<file path="config.mk">
export PLATFORM = sky130hd
export DESIGN_NAME = prog_loader
export DESIGN_NICKNAME = d
export VERILOG_FILES = /design/src/rtl/prog_loader_pkg.sv /design/src/rtl/loader_word_pack.sv /design/src/rtl/prog_loader.sv
export SDC_FILE = /design/constraint.sdc
export NUM_CORES = 1
export LEC_CHECK = 0
export BUFFER_PORTS_ARGS = -buffer_cell sky130_fd_sc_hd__buf_2
export CORE_ASPECT_RATIO = 1.4
export CORE_MARGIN = 4
export CORE_UTILIZATION = 52
export CTS_CLUSTER_SIZE = 16
export DETAILED_ROUTE_END_ITERATION = 8
export HOLD_SLACK_MARGIN = 0.08
export PLACE_DENSITY = 0.7
export RECOVER_POWER = 50
export SETUP_SLACK_MARGIN = 0.5
export SYNTH_ARGS = -nofsm -noshare
export SYNTH_HDL_FRONTEND = slang
export SYNTH_SLANG_ARGS = --single-unit
</file>
<file path="constraint.sdc">
create_clock -name clk -period 5.79 [get_ports clk]
set_input_delay 1.737 -clock clk [delete_from_list [all_inputs] [get_ports clk]]
set_output_delay 1.737 -clock clk [all_outputs]
set_load 0.05 [all_outputs]
</file>
<file path="src/rtl/prog_loader_pkg.sv">
// prog_loader_pkg: shared state encoding and frame constants for the program loader
package prog_loader_pkg;

    typedef enum logic [2:0] {IDLE, LEN, DATA, CSUM, DONE, ERR} state_e;

    localparam int LEN_BYTES  = 4;
    localparam int WORD_BYTES = 4;

endpackage

</file>
<file path="src/rtl/loader_word_pack.sv">
// loader_word_pack: assembles little-endian bytes into 32-bit words, pulsing word_valid_o on the last byte
module loader_word_pack
    import prog_loader_pkg::*;
(
    input  logic        clk,
    input  logic        rst,
    input  logic        clear_i,
    input  logic        byte_valid_i,
    input  logic [7:0]  byte_i,
    output logic [31:0] word_o,
    output logic        word_valid_o
);

    logic [1:0]  cnt_q;
    logic [31:0] shift_q;

    // The completed word is presented combinationally so the caller can act on it in the same cycle
    assign word_o       = {byte_i, shift_q[31:8]};
    assign word_valid_o = byte_valid_i && cnt_q == 2'(WORD_BYTES - 1);

    // Byte counter and shift register; new bytes enter at the top so the first byte ends up in [7:0]
    always_ff @(posedge clk or posedge rst) begin
        if (rst) begin
            cnt_q   <= '0;
            shift_q <= '0;
        end else if (clear_i) begin
            cnt_q   <= '0;
            shift_q <= '0;
        end else if (byte_valid_i) begin
            cnt_q   <= cnt_q + 2'd1;
            shift_q <= word_o;
        end
    end

endmodule

</file>
<file path="src/rtl/prog_loader.sv">
// prog_loader: receives a framed program image over a byte stream and writes it into the instruction ROM
module prog_loader
    import prog_loader_pkg::*;
#(
    parameter int   ADDR_W        = 12,
    parameter int   TIMEOUT_CYC   = 1000000,
    parameter logic HOLD_AT_RESET = 1'b0
) (
    input  logic              clk,
    input  logic              rst,
    input  logic              start,
    input  logic              in_valid,
    input  logic [7:0]        in_data,
    output logic              in_ready,
    output logic              rom_we,
    output logic [ADDR_W-1:0] rom_waddr,
    output logic [31:0]       rom_wdata,
    output logic              cpu_hold,
    output logic              done,
    output logic              err,
    output logic [ADDR_W:0]   words_loaded
);

    localparam int TO_W = $clog2(TIMEOUT_CYC + 1);

    state_e              state_q;
    logic [ADDR_W:0]     n_q;
    logic [ADDR_W:0]     idx_q;
    logic [7:0]          csum_q;
    logic [TO_W-1:0]     idle_q;
    logic                rom_we_q;
    logic [ADDR_W-1:0]   rom_waddr_q;
    logic [31:0]         rom_wdata_q;
    logic                cpu_hold_q;
    logic                done_q;
    logic                err_q;

    logic                accept;
    logic                start_ok;
    logic                pk_valid;
    logic                pk_word_valid;
    logic [31:0]         pk_word;
    logic [32:0]         n_raw;
    logic                len_bad;
    logic [ADDR_W:0]     idx_nx;
    logic                timeout;

    assign in_ready     = state_q inside {LEN, DATA, CSUM};
    assign accept       = in_valid && in_ready;
    assign start_ok     = start && state_q inside {IDLE, DONE, ERR};
    assign pk_valid     = accept && state_q inside {LEN, DATA};
    assign n_raw        = {1'b0, pk_word[LEN_BYTES*8-1:0]};
    assign len_bad      = n_raw == 33'd0 || n_raw > (33'd1 << ADDR_W);
    assign idx_nx       = idx_q + 1'b1;
    assign timeout      = in_ready && !accept && idle_q == TO_W'(TIMEOUT_CYC - 1);

    assign rom_we       = rom_we_q;
    assign rom_waddr    = rom_waddr_q;
    assign rom_wdata    = rom_wdata_q;
    assign cpu_hold     = cpu_hold_q;
    assign done         = done_q;
    assign err          = err_q;
    assign words_loaded = idx_q;

    loader_word_pack u_pack (
        .clk          (clk),
        .rst          (rst),
        .clear_i      (start_ok),
        .byte_valid_i (pk_valid),
        .byte_i       (in_data),
        .word_o       (pk_word),
        .word_valid_o (pk_word_valid)
    );

    // Load sequencer: frame parsing, ROM write strobe, checksum, idle timeout and status outputs
    always_ff @(posedge clk or posedge rst) begin
        if (rst) begin
            state_q     <= IDLE;
            n_q         <= '0;
            idx_q       <= '0;
            csum_q      <= '0;
            idle_q      <= '0;
            rom_we_q    <= 1'b0;
            rom_waddr_q <= '0;
            rom_wdata_q <= '0;
            cpu_hold_q  <= HOLD_AT_RESET;
            done_q      <= 1'b0;
            err_q       <= 1'b0;
        end else begin
            rom_we_q <= 1'b0;
            if (in_ready) idle_q <= accept ? '0 : idle_q + TO_W'(1);
            case (state_q)
                IDLE, DONE, ERR: begin
                    if (start) begin
                        state_q    <= LEN;
                        idx_q      <= '0;
                        csum_q     <= '0;
                        idle_q     <= '0;
                        cpu_hold_q <= 1'b1;
                        done_q     <= 1'b0;
                        err_q      <= 1'b0;
                    end
                end
                LEN: begin
                    if (timeout) begin
                        state_q <= ERR;
                        err_q   <= 1'b1;
                    end else if (pk_word_valid) begin
                        n_q     <= pk_word[ADDR_W:0];
                        state_q <= len_bad ? ERR : DATA;
                        err_q   <= len_bad;
                    end
                end
                DATA: begin
                    if (timeout) begin
                        state_q <= ERR;
                        err_q   <= 1'b1;
                    end else if (accept) begin
                        csum_q <= csum_q ^ in_data;
                        if (pk_word_valid) begin
                            rom_we_q    <= 1'b1;
                            rom_waddr_q <= idx_q[ADDR_W-1:0];
                            rom_wdata_q <= pk_word;
                            idx_q       <= idx_nx;
                            if (idx_nx == n_q) state_q <= CSUM;
                        end
                    end
                end
                CSUM: begin
                    if (timeout) begin
                        state_q <= ERR;
                        err_q   <= 1'b1;
                    end else if (accept) begin
                        state_q    <= in_data == csum_q ? DONE : ERR;
                        cpu_hold_q <= in_data != csum_q;
                        done_q     <= in_data == csum_q;
                        err_q      <= in_data != csum_q;
                    end
                end
                default: state_q <= IDLE;
            endcase
        end
    end

endmodule

</file>
; Yosys cells after proc, flatten, opt, wreduce, memory -nomap -nowiden
; Cells that the tools add are included.
[totals]
in_bits = 12
ff_bits = 139
elab_cells = 112
[classes]
muxes = 46
n_lt_le_gt_ge = 1
bitwise = 2
n_addsub = 3
eq_ne = 22
reduce_logical = 25
[ops]
columns = cell, count
row1 = 2-to-1 mux 20 bit, 4
row2 = 2-to-1 mux 32 bit, 2
row3 = 2-to-1 mux 13 bit, 4
row4 = zero test 33 bit, 1
row5 = > comparator 32 x 13 -> 1 bit (second input constant), 1
row6 = 2-to-1 mux 3 bit, 10
row7 = one-hot mux 13 bit (2 select lines), 1
row8 = 2-to-1 mux 8 bit, 3
row9 = adder 20 x 1 -> 20 bit (second input constant), 1
row10 = == test 20 bit (second input constant), 1
row11 = one-hot mux 8 bit (2 select lines), 1
row12 = 2-to-1 mux 1 bit, 15
row13 = inequality test 2 bit (second input constant), 7
row14 = adder 13 x 1 -> 13 bit (second input constant), 1
row15 = == test 13 bit, 1
row16 = inequality test 3 bit (second input constant), 4
row17 = one-hot mux 3 bit (4 select lines), 1
row18 = AND reduction 4 bit, 3
row19 = AND reduction 5 bit, 2
row20 = == test 8 bit, 1
row21 = inequality test 8 bit, 1
row22 = nonzero test 2 bit, 4
row23 = bitwise XOR 8 bit, 1
row24 = == test 3 x 2 -> 1 bit (second input constant), 2
row25 = other kinds (18), 27

; Depth between registers and ports, before layout
[depth]
word_depth = 9
ltp_mapped = 10
ltp_nobuf = 8

; Cells and area by module
; A second synthesis with hierarchy kept.
[hier_totals]
hier_cells = 675
hier_area_um2 = 6448.7
[modules_own_cells]
columns = module, area_per_inst_um2, n_inst, cells_per_inst
row1 = prog_loader, 5290.1, 1, 580
row2 = loader_word_pack, 1158.6, 1, 95

; Least setup slack after synthesis
; No wires, ideal clock.
[synth_timing]
path_kind = input -> register
start = in in_data[3]
end = reg state_q[0]
n_path_buf = 0
t_required_ns = 5.663
setup_time_ns = 0.127
path_stages = 7
arrival_time_ns = 3.505
setup_slack_ns = 2.158
path_cell_list = nor4_1 -> nand3_1 -> or4b_2 -> a2bb2oi_1 -> or3_2 -> a21oi_1 -> a211oi_1
[synth_between]
elab_chain_cells = 6
elab_cells_between_ends = 11
cone_classes = 1 x order compare / 1 x eq/ne / 7 x mux / 2 x reduce/logical
[synth_lines]
columns = element, line_no
row1 = start: declaration, prog_loader.sv:13  ; input logic [7:0] in_data,
row2 = > comparator 32 x 13 -> 1 bit or zero test 33 bit (tied branches), prog_loader.sv:53  ; assign len_bad = n_raw == 33'd0 || n_raw > (33'd1 << ADDR_W);
row3 = logical OR 1 bit, prog_loader.sv:53
row4 = 2-to-1 mux 3 bit, prog_loader.sv:110  ; state_q <= len_bad ? ERR : DATA;
row5 = 2-to-1 mux 3 bit, prog_loader.sv:108  ; end else if (pk_word_valid) begin
row6 = 2-to-1 mux 3 bit, prog_loader.sv:105  ; if (timeout) begin
row7 = one-hot mux 3 bit (4 select lines) *, prog_loader.sv:92  ; case (state_q)
row8 = end signal: assignment, prog_loader.sv:110
row9 = end signal: assignment, prog_loader.sv:134  ; state_q <= in_data == csum_q ? DONE : ERR;
row10 = end: declaration, prog_loader.sv:26  ; state_e state_q;
; Mark *: on every way between the ends. The rest lies on a longest branch, timed or not. The select of a mux whose other input is x is not followed.
; A chain may end at the register's enable or synchronous reset.

; Final worst setup path
[layout_timing]
start = in in_valid
end = reg n_q[5]
[layout_between]
elab_chain_cells = 6
elab_cells_between_ends = 8
cone_classes = 1 x bitwise / 7 x reduce/logical
[layout_lines]
columns = element, line_no
row1 = start: declaration, prog_loader.sv:12  ; input logic in_valid,
row2 = logical AND 1 bit *, prog_loader.sv:49  ; assign accept = in_valid && in_ready;
row3 = zero test 1 bit, prog_loader.sv:55  ; assign timeout = in_ready && !accept && idle_q == TO_W'(TIMEOUT_CYC - 1);
row4 = logical AND 1 bit (2 in series), prog_loader.sv:55
row5 = NOT 1 bit (no source line), n/a
row6 = AND reduction 3 bit (no source line) *, n/a
row7 = end signal: assignment, prog_loader.sv:109  ; n_q <= pk_word[ADDR_W:0];
row8 = end: declaration, prog_loader.sv:27  ; logic [ADDR_W:0] n_q;
; Mark *: on every way between the ends. The rest lies on a longest branch, timed or not.

==> results.sh <==
export IMPL_synth_top_flop_cell="dfrtp_1"
export IMPL_synth_seq_area_share_pct=53.0
export IMPL_antenna_left=0
export IMPL_yosys_area_top_type="dfrtp_1"
export IMPL_drc=0
export IMPL_synthesis_nets=706
export IMPL_finalNetCount=769
export IMPL_regArea_mm2=0.00328
export IMPL_synth_cells=691
export IMPL_report_power_total_mw=2.84
export IMPL_grt_pass1_vias=5060
export IMPL_multi_input_area_mm2=0.00274
export IMPL_wirelength_um=14700
export IMPL_gp_congestion=0.905
export IMPL_groute_usage_overall_pct=22.4
export IMPL_synthArstFlopShare_pct=100
export IMPL_avgSynthCellArea_um2=8.95
export IMPL_finalHoldViolCount=0
export IMPL_drive_above_1_share_pct=13.0
export IMPL_violations="max-capacitance violations, max-slew violations"
export IMPL_num_io_pins=74
export IMPL_critPathKind="in2reg"
export IMPL_fmax_mhz=249
export IMPL_max_vdd_ir_drop_uv=230
export IMPL_postCtsSetupBuffers=0
export IMPL_worst_slew_pin_slew_ps=2220
export IMPL_clock_latency_ps=420
export IMPL_rsz0062_at_grt="false"
export IMPL_start_util_pct=53.7
export IMPL_endpoint_kind="flop"
export IMPL_slowest_delay_ps=810
export IMPL_crit_required_ps=6090
export IMPL_skew_ps=4.74
export IMPL_drt_vias_per_instance=5.63
export IMPL_dp_hpwl_um=9890
export IMPL_synth_top_area_share_pct=53.0
export IMPL_dieHeight_um=137
export IMPL_cts_root_buf="clkbuf_16"
export IMPL_area_growth_pct=16.5
export IMPL_synth_area_mm2=0.00618
export IMPL_cpMaxStageDelayCell="and2_1"
export IMPL_maxCapViolations=1
export IMPL_portBuffers=73
export IMPL_synth_edff_count=0
export IMPL_final_core_utilization_pct=62.6
export IMPL_final_cell_mix="nand2_1 (216), dfrtp_1 (131), nor2_1 (44), o21ai_0 (44), buf_2 (43)"
export IMPL_worstHoldPathType="reg2reg"
export IMPL_final_common_cell="nand2_1"
export IMPL_cts_buffers=17
export IMPL_crit_fanout=26
export IMPL_cts_tree="done"
export IMPL_synth_seq_cells=131
export IMPL_cts_max_level=4
export IMPL_drt_iter0_drc=345
export IMPL_min_period_ps=4010
export IMPL_ys_types=49
export IMPL_yosys_warnings=0
export IMPL_fillerInstances=1021
export IMPL_path_cells="clkbuf_1, nor2b_1, and2_1, nand3_1, mux2_2"
export IMPL_crit_path_start_kind="input pin"
export IMPL_cp_arrival_ps=4310
export IMPL_critPathTopFamily="simple AND/OR/NAND/NOR gates"
export IMPL_setup_violations=0
export IMPL_grt_max_degree=64
export IMPL_cts_num_sinks=131
export IMPL_status="finished with violations"
export IMPL_dr_total_vias=5125
export IMPL_clkTransAtPathRegs_ps=60
export IMPL_dieWidth_um=100
export IMPL_slew_viol_final=51
export IMPL_hold_buffers=0
export IMPL_critPathBufInv=1
export IMPL_dr_pass1_iters=5
export IMPL_design_core_area_mm2=0.0115
export IMPL_post_route_period_util_pct=69.3
export IMPL_placementRows=46
export IMPL_finalSetupTns_ps=0
export IMPL_overflow=0
export IMPL_antenna_found_initial=0
export IMPL_synth_area_leaders="dfrtp_1 (53%), nand2_1 (13%), o21ai_0 (3.6%)"
export IMPL_dieArea_mm2=0.0137
export IMPL_postCtsResizedCells=0
export IMPL_cts_buffer_depth=2
export IMPL_power_density_mw_per_mm2=394
export IMPL_grt_pass1_wl_um=24500
export IMPL_wl_per_cell_um=16.1
export IMPL_maxSlewHeadroom_pct=-48.8
export IMPL_num_antenna_cells=0
export IMPL_p_leak_nw=3.62
## sequential cells by signal, summed over array words and instances (netlist names), 2 cells and up
register / count
rom_wdata: 32
u_pack.shift_q: 24
idle_q: 20
n_q: 13
words_loaded: 13
rom_waddr: 12
csum_q: 8
state_q: 3
u_pack.cnt_q: 2
## synthesized netlist by cell type (3+ instances only)
library cell and instances:
xnor2_1 21, dfrtp_1 131, o21ai_0 44, ha_1 3, nor2b_1 5, a31oi_1 3
or3_1 6, nor3b_1 3, mux2_2 12, a21o_1 3, nor4_1 14, nor3_1 12
o31ai_1 6, nand3_1 39, and2_1 4, nand2_1 217, a21oi_1 11, and3_1 7
nor2_1 44, xor2_1 20, buf_1 3, a211oi_1 3, inv_1 11, clkbuf_1 28
nand4_1 12
## tightest hold or removal path: stages, from the launching register on
cell and delay [ps]:
dfrtp_1 340, nand2_1 50, nand2_1 60
## where the power goes
group / internal (mW) / switching (mW) / leakage (nW)
registers: 1.05 / 0.179 / 1.79
logic: 0.198 / 0.309 / 1.53
clock network: 0.700 / 0.398 / 0.296
total: 1.95 / 0.885 / 3.62
## final timing paths
kind | cells after the start | end | start | slack (ps)
max | 5 | n_q[5]$_DFFE_PP0P_ | in_valid | 1780
min | 2 | rom_wdata[16]$_DFFE_PP0P_ | rom_wdata[16]$_DFFE_PP0P_ | 470
max reg2reg | 4 | n_q[5]$_DFFE_PP0P_ | state_q[1]$_DFFE_PP0P_ | 2730
min reg2reg | 2 | rom_wdata[16]$_DFFE_PP0P_ | rom_wdata[16]$_DFFE_PP0P_ | 470
max in group asynchronous | 3 | rom_wdata[10]$_DFFE_PP0P_ | rst | 1960
min in group asynchronous | 2 | rom_waddr[2]$_DFFE_PP0P_ | rst | 1920
## layout make-up
type | instances | share of cell area (%)
clock buffer | 20 | 6.34
clock inverter | 12 | 2.15
inverter | 11 | 0.591
multi-input combinational | 516 | 38.0
sequential | 131 | 45.5
tap | 144 | 2.50
timing repair buffer | 77 | 4.93
## stage by stage
stage | hold WS, ps | worst slack (ps) | cells | cell area, um2
after detailed placement | 457 | 1520 | 879 | 6630
after global routing | 491 | 1430 | 911 | 7200
after CTS | 471 | 1920 | 911 | 7240
after floorplan | 467 | 555 | 691 | 6180
final | 473 | 1780 | 911 | 7200
after global placement | 454 | 1580 | 879 | 6630
## routing by layer
layer	track usage [%]	part of all wire (%)	vias up
met2	37.5	52	134
li1	-	-	2458
met1	27.7	41	2506
met4	9.21	2.4	0
met5	0	0	-
met3	5.35	4.9	27
## kinds of logic after synthesis
kind of cell               synth area share, %
and+or+nand+nor                           27.1
DFF                                       53.0
AOI/OAI and AO/OA                         8.13
buffers and inverters                     2.81
xor gates and xnor gates                  6.17
muxes                                     2.18
adders and majority gates                0.607
Power figures use the tool's default switching activity.
